File: src/rtl/info_frame_builder.sv
// Runtime-programmable multi-slot InfoFrame source: per-slot staging bytes, a serial
// checksum/commit engine and a valid/ready sender that walks the enabled slots per frame.
module info_frame_builder #(
  parameter int NUM_SLOTS = 2,
  parameter int SLOT_W    = (NUM_SLOTS > 1) ? $clog2(NUM_SLOTS) : 1
) (
  input  logic                  clk_pixel,
  input  logic                  reset,
  input  logic                  cfg_wr_en,
  input  logic [SLOT_W-1:0]     cfg_slot,
  input  logic [4:0]            cfg_addr,
  input  logic [7:0]            cfg_data,
  input  logic                  cfg_commit,
  output logic                  cfg_busy,
  input  logic [NUM_SLOTS-1:0]  slot_enable,
  input  logic                  frame_start,
  output logic                  packet_valid,
  input  logic                  packet_ready,
  output logic [SLOT_W-1:0]     packet_slot,
  output logic [23:0]           header,
  output logic [3:0][55:0]      sub
);

  typedef enum logic [1:0] {C_IDLE, C_SUM, C_SWAP} c_state_t;
  typedef enum logic {S_IDLE, S_PRESENT} s_state_t;

  c_state_t c_state;
  s_state_t s_state;

  logic [7:0]           stg [NUM_SLOTS][30];
  logic [23:0]          act_hdr [NUM_SLOTS];
  logic [3:0][55:0]     act_sub [NUM_SLOTS];
  logic [NUM_SLOTS-1:0] active_valid;
  logic [NUM_SLOTS-1:0] pending;

  logic [SLOT_W-1:0] c_slot;
  logic [4:0]        c_idx;
  logic [7:0]        acc;
  logic [4:0]        l_eff;
  logic [7:0]        sum_byte;
  logic [7:0]        pb [28];
  logic [23:0]       swap_hdr;
  logic [3:0][55:0]  swap_sub;
  logic              swap_stall;

  logic                 handshake;
  logic [NUM_SLOTS-1:0] pend_clr;
  logic [NUM_SLOTS-1:0] pend_next;
  logic [SLOT_W-1:0]    sel_idle;
  logic [SLOT_W-1:0]    sel_next;

  function automatic logic [SLOT_W-1:0] lowest(input logic [NUM_SLOTS-1:0] m);
    lowest = '0;
    for (int i = NUM_SLOTS - 1; i >= 0; i--)
      if (m[i]) lowest = SLOT_W'(i);
  endfunction

  always_comb begin
    l_eff = (stg[c_slot][2][4:0] > 5'd27) ? 5'd27 : stg[c_slot][2][4:0];
    sum_byte = stg[c_slot][c_idx];
    if (c_idx >= 5'd3 && (c_idx - 5'd2) > l_eff) sum_byte = 8'h00;

    // PB0 makes the full header+payload sum wrap to zero
    pb[0] = 8'h00 - acc;
    for (int n = 1; n < 28; n++)
      pb[n] = (n <= int'(l_eff)) ? stg[c_slot][n + 2] : 8'h00;
    swap_hdr = {stg[c_slot][2], stg[c_slot][1], stg[c_slot][0]};
    swap_sub = '0;
    for (int i = 0; i < 4; i++)
      for (int j = 0; j < 7; j++)
        swap_sub[i][8*j +: 8] = pb[7*i + j];

    swap_stall = packet_valid && (packet_slot == c_slot) && !packet_ready;
  end

  always_ff @(posedge clk_pixel or posedge reset) begin
    if (reset) begin
      c_state      <= C_IDLE;
      cfg_busy     <= 1'b0;
      c_slot       <= '0;
      c_idx        <= '0;
      acc          <= '0;
      active_valid <= '0;
      for (int s = 0; s < NUM_SLOTS; s++) begin
        act_hdr[s] <= '0;
        act_sub[s] <= '0;
        for (int a = 0; a < 30; a++) stg[s][a] <= '0;
      end
    end else begin
      if (cfg_wr_en && !cfg_busy && cfg_addr < 5'd30)
        stg[cfg_slot][cfg_addr] <= (cfg_addr == 5'd0) ? (cfg_data | 8'h80) : cfg_data;
      case (c_state)
        C_IDLE: if (cfg_commit) begin
          c_slot   <= cfg_slot;
          acc      <= '0;
          c_idx    <= '0;
          cfg_busy <= 1'b1;
          c_state  <= C_SUM;
        end
        C_SUM: begin
          acc   <= acc + sum_byte;
          c_idx <= c_idx + 5'd1;
          if (c_idx == 5'd29) c_state <= C_SWAP;
        end
        C_SWAP: if (!swap_stall) begin
          act_hdr[c_slot]      <= swap_hdr;
          act_sub[c_slot]      <= swap_sub;
          active_valid[c_slot] <= 1'b1;
          cfg_busy             <= 1'b0;
          c_state              <= C_IDLE;
        end
        default: c_state <= C_IDLE;
      endcase
    end
  end

  // Accepted slot is cleared before a coincident frame_start re-queues it
  always_comb begin
    handshake = packet_valid && packet_ready;
    pend_clr  = pending;
    if (handshake) pend_clr[packet_slot] = 1'b0;
    pend_next = pend_clr | (frame_start ? (slot_enable & active_valid) : '0);
    sel_idle  = lowest(pending);
    sel_next  = lowest(pend_next);
  end

  always_ff @(posedge clk_pixel or posedge reset) begin
    if (reset) begin
      s_state      <= S_IDLE;
      pending      <= '0;
      packet_valid <= 1'b0;
      packet_slot  <= '0;
      header       <= '0;
      sub          <= '0;
    end else begin
      pending <= pend_next;
      case (s_state)
        S_IDLE: if (pending != '0) begin
          packet_slot  <= sel_idle;
          header       <= act_hdr[sel_idle];
          sub          <= act_sub[sel_idle];
          packet_valid <= 1'b1;
          s_state      <= S_PRESENT;
        end
        S_PRESENT: if (handshake) begin
          if (pend_next != '0) begin
            packet_slot <= sel_next;
            header      <= act_hdr[sel_next];
            sub         <= act_sub[sel_next];
          end else begin
            packet_valid <= 1'b0;
            s_state      <= S_IDLE;
          end
        end
        default: s_state <= S_IDLE;
      endcase
    end
  end

endmodule

File: config.mk
export PLATFORM = sky130hd
export DESIGN_NAME = info_frame_builder
export DESIGN_NICKNAME = d
export VERILOG_FILES = /design/src/rtl/info_frame_builder.sv
export SDC_FILE = /design/constraint.sdc
export NUM_CORES = 2
export LEC_CHECK = 0
export CORE_UTILIZATION = 60
export CTS_CLUSTER_DIAMETER = 30
export DETAILED_ROUTE_END_ITERATION = 6
export PLACE_DENSITY = 0.8
export SYNTH_ARGS = -nofsm -noshare
export SYNTH_HDL_FRONTEND = slang
export SYNTH_SLANG_ARGS = --single-unit
File: constraint.sdc
create_clock -name clk_pixel -period 48.7 [get_ports clk_pixel]
set_clock_uncertainty 0.1 [all_clocks]
set_input_delay 4.87 -clock clk_pixel [delete_from_list [all_inputs] [get_ports clk_pixel]]
set_output_delay 4.87 -clock clk_pixel [all_outputs]
set_load 0.005 [all_outputs]
* Word-level counts from Yosys, hierarchy flattened *
Index checks and enable logic that the tools add are counted.

cells by class
  add/sub/neg operators = 4
  $mul = 0
  div/mod/pow operators = 0
  magnitude comparators = 44
  eq/ne operators = 11
  shifts and indexed selects = 0
  multiplexer cells = 100
  bitwise logic cells = 13
  reduce and logical (&&, ||, !) cells = 26

operators by type and width
  operator            count
  $mux 224            10
  $mux 240            4
  $bwmux 480          1
  $bwmux 448          1
  $pmux 224 s2        1
  $mux 8              33
  $demux 240 s1       1
  $mux 24             10
  $demux 224 s1       1
  $le 5x5->1 const A  12
  $bwmux 48           1
  $pmux 24 s2         1
  $bmux 8 s5          1
  $demux 8 s5         1
  $le 4x5->1 const A  8
  $demux 24 s1        1
  $le 3x5->1 const A  4
  $mux 1              17
  $pmux 8 s2          1
  $ge 6x6->1 const B  2
  $not 5->6           2
  $reduce_and 3->1    4
  $logic_and 1x1->1   11
  $le 2x5->1 const A  2
  other kinds (36)    68

storage, ports and cells
  flip-flop bits (word level) = 1248
  latch bits = 0
  bits in writable memories = 0
  bits in read-only memories = 0
  input bits = 22
  output and inout port bits = 251
  logic and storage cells = 283
  memories kept = 0

* Logic depth before layout (Yosys ltp) *
  word-level depth = 17
  gate-level depth with buffers = 20
  gate-level depth less buffers = 17

* Worst setup path after synthesis *
Ideal clock, no wire load.

  path type = input-to-reg
  from = input cfg_addr[4]
  to = register stg[144] (netlist name)
  library setup time = 0.125 ns
  arrival = 6.390 ns
  required time = 48.475 ns
  path slack = 42.085 ns
  cell stages on the path = 5
  buffers on the path = 2
  path through = clkbuf_1 or3b_2 clkbuf_1 nor2_1 mux2_2

on the way
  word-level cells in the longest chain between the ends = 8
  elaborated cells on any way between the ends = 11
  classes of those cells = order compare (3); mux (5); bitwise (1); reduce/logical (2)

ends and longest elaborated chain
  what                                                            RTL line  text
  from (decl)                                                     11        input logic [4:0] cfg_addr,
  $not 5->6                                                       91        stg[cfg_slot][cfg_addr] <= (cfg_addr == 5'd0) ? (cfg_data | 8'h80) : cfg_data;
  $ge 6x6->1 (implied by the code) or $lt 6x1->1 (tied branches)  91
  $logic_and 1x1->1 (implied by the code)                         91
  $mux 8                                                          91
  $demux 8 s5                                                     91
  $mux 240                                                        91
  $demux 240 s1                                                   91
  $bwmux 480                                                      91
  to (signal, indexed assignment)                                 91
  to (decl)                                                       30        logic [7:0] stg [NUM_SLOTS][30];

Several ways; a longest one is shown, not always the timed one.
A chain may end at the register's enable or synchronous reset.

* Worst setup path after layout *
  from = input packet_ready
  to = register sub[66] (netlist name)

on the way
  word-level cells in the longest chain between the ends = 12
  elaborated cells on any way between the ends = 16
  classes of those cells = eq/ne (2); mux (9); bitwise (2); reduce/logical (3)

ends and longest elaborated chain
  what                                         RTL line  text
  from (decl)                                  18        input logic packet_ready,
  $logic_and 1x1->1 (*)                        119       handshake = packet_valid && packet_ready;
  $mux 2 (*)                                   121       if (handshake) pend_clr[packet_slot] = 1'b0;
  $or 2x2->2 (*)                               122       pend_next = pend_clr | (frame_start ? (slot_enable & active_valid) : '0);
  via pend_next[1]                             48        logic [NUM_SLOTS-1:0] pend_next;
  $mux 1 (2 in a row)                          55        if (m[i]) lowest = SLOT_W'(i);
  $not 1->2 (implied by the code)              149       sub <= act_sub[sel_next];
  $mux 224 (implied by the code) (3 in a row)  149
  $mux 224                                     146       if (pend_next != '0) begin
  $mux 224                                     145       S_PRESENT: if (handshake) begin
  $pmux 224 s2                                 137       case (s_state)
  to (signal assigned)                         141       sub <= act_sub[sel_idle];
  to (signal assigned)                         149
  to (decl)                                    21        output logic [3:0][55:0] sub

The timed path passes the listed nets; every way through them passes the cells marked *. The select of a mux whose other input is x is not followed.

==> summary.md <==
Status
- outcome: finished with violations
- violated checks: antenna violations

Clocking
- CTS resizes: 0
- CTS clk-pin slew, worst paths: 50 ps
- CTS tree: built
- total CTS buffers: 219
- latest clock arrival within the worst-skew pair: 800 ps
- clk sinks: 1248
- Clock Path Buffers: 3
- # H-tree levels: 4
- Clk Tree Root Cell: clkbuf_16
- Post-CTS Repair Setup Buffers: 0
- CTS Hold Bufs: 0

Drt
- number of DRC violations after detailed routing: 0
- antenna-violating nets left: 1
- Total Wirelength: 154900 microns
- first-pass iteration count of the detailed router: 5
- detail-routed net length per standard cell: 24.20 microns
- routed vias/inst: 6.241
- via total after detailed routing: 39949
- number of DRC violations after detailed-routing iteration 0: 4672

Worst setup path
- beginning of the worst register-to-register path: c_slot$_DFFE_PP0P_
- endpoint kind of the worst setup timing path: flip-flop
- element type at the critical path start: input port
- Crit. Startpoint: packet_ready
- maximum fanout count along the critical path: 94
- CP Class: in -> reg
- Arr. time, crit path: 9790 ps
- required arrival time at the worst endpoint: 49310 ps

Place
- count of buffers inserted at the top-level ports: 272
- Final Wtd Congestion: 0.9550
- hpwl dp: 92030 microns
- setup slack at placement: 38920 ps

Timing
- total count of max-transition violations in the final report: 0
- max-slew headroom at the worst pin: 8.014%
- final setup vio count: 0
- top achievable clock speed: 109.0 MHz
- Sum Neg Setup Slack: 0 ps
- Final Hold Fails: 0
- unrepaired setup endpoints after global routing: no
- clock period minus worst slack: 9177 ps
- Period Utilization, post-route: 18.84%
- slew at the pin closest to its max-slew limit: 1368 ps
- final worst slack: 39520 ps

Yosys
- most common flop cell mapped by yosys: dfrtp_1
- total of warnings raised by yosys: 0
- area share of fa/ha/maj cells after synthesis: 0.4511%
- parity-gate share of the synthesized area counting xor and xnor cells: 0.2509%
- post-synthesis mux area share: 19.68%
- Synth cell types: 63
- top cells by count, synth: dfrtp_1 (1248), nand2_1 (711), mux2_2 (560)
- Post-Syn Nets: 4849
- FF+latch count, synth: 1248
- Seq/Total Area, Yosys: 57.45%
- post-synth top area share: 57.45%
- main area contributors after synthesis: dfrtp_1 (57%), mux2_2 (12%), mux2i_1 (6.9%)
- number of cells produced by synthesis: 4808
- dominant combinational cell family by area after synthesis: multiplexers
- post-synthesis cell area: 54360 sq um
- post-synthesis simple-gate area fraction: 9.142%
- cell taking the most area after synthesis: dfrtp_1
- syn avg cell area: 11.31 sq um
- leading cell type by number of instances after synthesis: dfrtp_1
- Async SR Flop Fraction: 100.0%
- number of synthesized flops with an enable pin: 0
- compound-cell area share of the yosys netlist: 9.989%

Floorplanning
- starting utilization of the core area: 60.49%
- floorplan die height: 303.0 microns
- core area: 89870 sq um
- number of top-level pins: 273
- die area: 91810 sq um
- Die Wd: 303.0 microns
- number of placement rows: 110

Global route
- antenna violations before repair: 10
- GR Overflow Total: 0
- largest net degree at the start of global routing: 228
- met3 capacity usage during global routing: 8.872%
- vias in the first global route: 40664
- GR Util met2: 51.82%
- aggregate global-route resource usage: 33.95%
- busiest layer in global routing: met2
- global-route wire length before repair: 237700 microns
- met1 demand-to-capacity share in global routing: 45.90%

Cells and area
- Net count, final: 5066
- layout overhead on the synthesized area: 20.54%
- Layout fillers: 5660
- final standard cell utilization of the core: 72.91%
- fraction of layout cells with a size suffix above 1: 20.98%

Worst hold path
- hold path start: act_sub[149]$_DFFE_PP0P_
- type of the tightest min-delay check: reg -> reg

Power
- cell leakage power: 31.42 nW
- power density normalized to cell area: 58.37 nW/um^2
- VDD IR max: 59.46 uV

Flow run
- total of max-cap violations: 0

==> worst max-delay path, cell delays in order <==
cell	delay (ps)
clkdlybuf4s50_1	510
nand3_1	130
a32o_1	220
or2_2	160
nand3_1	120
a21oi_4	820
buf_4	810
buf_4	790
buf_4	830
nor2_1	110
a21oi_1	180
==> final cells by class <==
| cell class | count | area, sq um | share of cell area, % |
|---|---|---|---|
| inverter | 19 | 78.83 | 0.1203 |
| timing repair buffer | 333 | 3208 | 4.896 |
| multi-input combinational | 3204 | 21570 | 32.91 |
| clock buffer | 277 | 6001 | 9.157 |
| tap | 1176 | 1471 | 2.245 |
| sequential | 1248 | 31240 | 47.67 |
| antenna | 6 | 15.01 | 0.02291 |
| clock inverter | 138 | 1952 | 2.979 |
==> report_power, final <==
part           leakage (nW)  switching (W)  internal (W)  total (W)
clock                  3.84       0.000552       0.00107    0.00162
combinational          10.7       0.000523      0.000424   0.000946
sequential             16.9      0.0000931       0.00117    0.00126
total                  31.4        0.00117       0.00266    0.00383
==> state kept, by name, indices dropped and copies added (netlist names) <==
register and cells:
acc 8, act_hdr 48, act_sub 448, active_valid 2, c_idx 5, c_slot 1
c_state 2, cfg_busy 1, header 24, packet_slot 1, packet_valid 1, pending 2
s_state 1, stg 480, sub 224
==> kinds of logic after synthesis <==
group	after synthesis
compound gates	968
xor+xnor	14
fa+ha+maj	19
buf+inv	356
flops	1248
mux	966
simple gates	1237
==> final timing paths <==
path | slack, ps | cells after the start | end
max in group asynchronous | 40500 | 5 | sub[5]$_DFFE_PP0P_
min in group asynchronous | 4540 | 2 | sub[140]$_DFFE_PP0P_
worst min register to register | 370 | 2 | act_sub[149]$_DFFE_PP0P_
worst max register to register | 42070 | 9 | act_sub[59]$_DFFE_PP0P_
worst max-delay path | 39520 | 11 | sub[66]$_DFFE_PP0P_
worst min-delay path | 370 | 2 | act_sub[149]$_DFFE_PP0P_
==> routing by layer <==
| metal | vias up | share of wire, % |
|---|---|---|
| met5 | - | 0.053 |
| met4 | 12 | 4.4 |
| met3 | 449 | 9.6 |
| met2 | 2014 | 46 |
| met1 | 20215 | 40 |
| li1 | 17259 | - |
==> layout by cell type (no fill, tap or decap), types with 23 or more instances in the layout <==
cell / n
a21oi_1: 318
buf_4: 56
bufinv_16: 36
clkbuf_1: 30
clkbuf_16: 221
clkbuf_8: 26
clkdlybuf4s50_1: 265
clkinv_2: 39
clkinvlp_4: 23
dfrtp_1: 1245
mux2_2: 560
mux2i_1: 377
mux4_2: 26
nand2_1: 711
nor2_1: 395
o211ai_1: 25
o21ai_0: 426
o31ai_1: 109
or2_2: 40
==> stage by stage <==
stage / area (sq um) / power, W / instances / hold WS (ps)
after CTS: 65520 / 0.003821 / 6395 / 375.1
after global routing: 65520 / 0.003964 / 6395 / 390.9
after floorplan: 54360 / 0.001811 / 4808 / 335.0
final: 65530 / 0.003825 / 6401 / 368.5
after detailed placement: 57560 / 0.002190 / 5980 / 365.6
after global placement: 57560 / 0.002169 / 5980 / 356.2
Note: power is estimated with default switching activity, not from simulation.
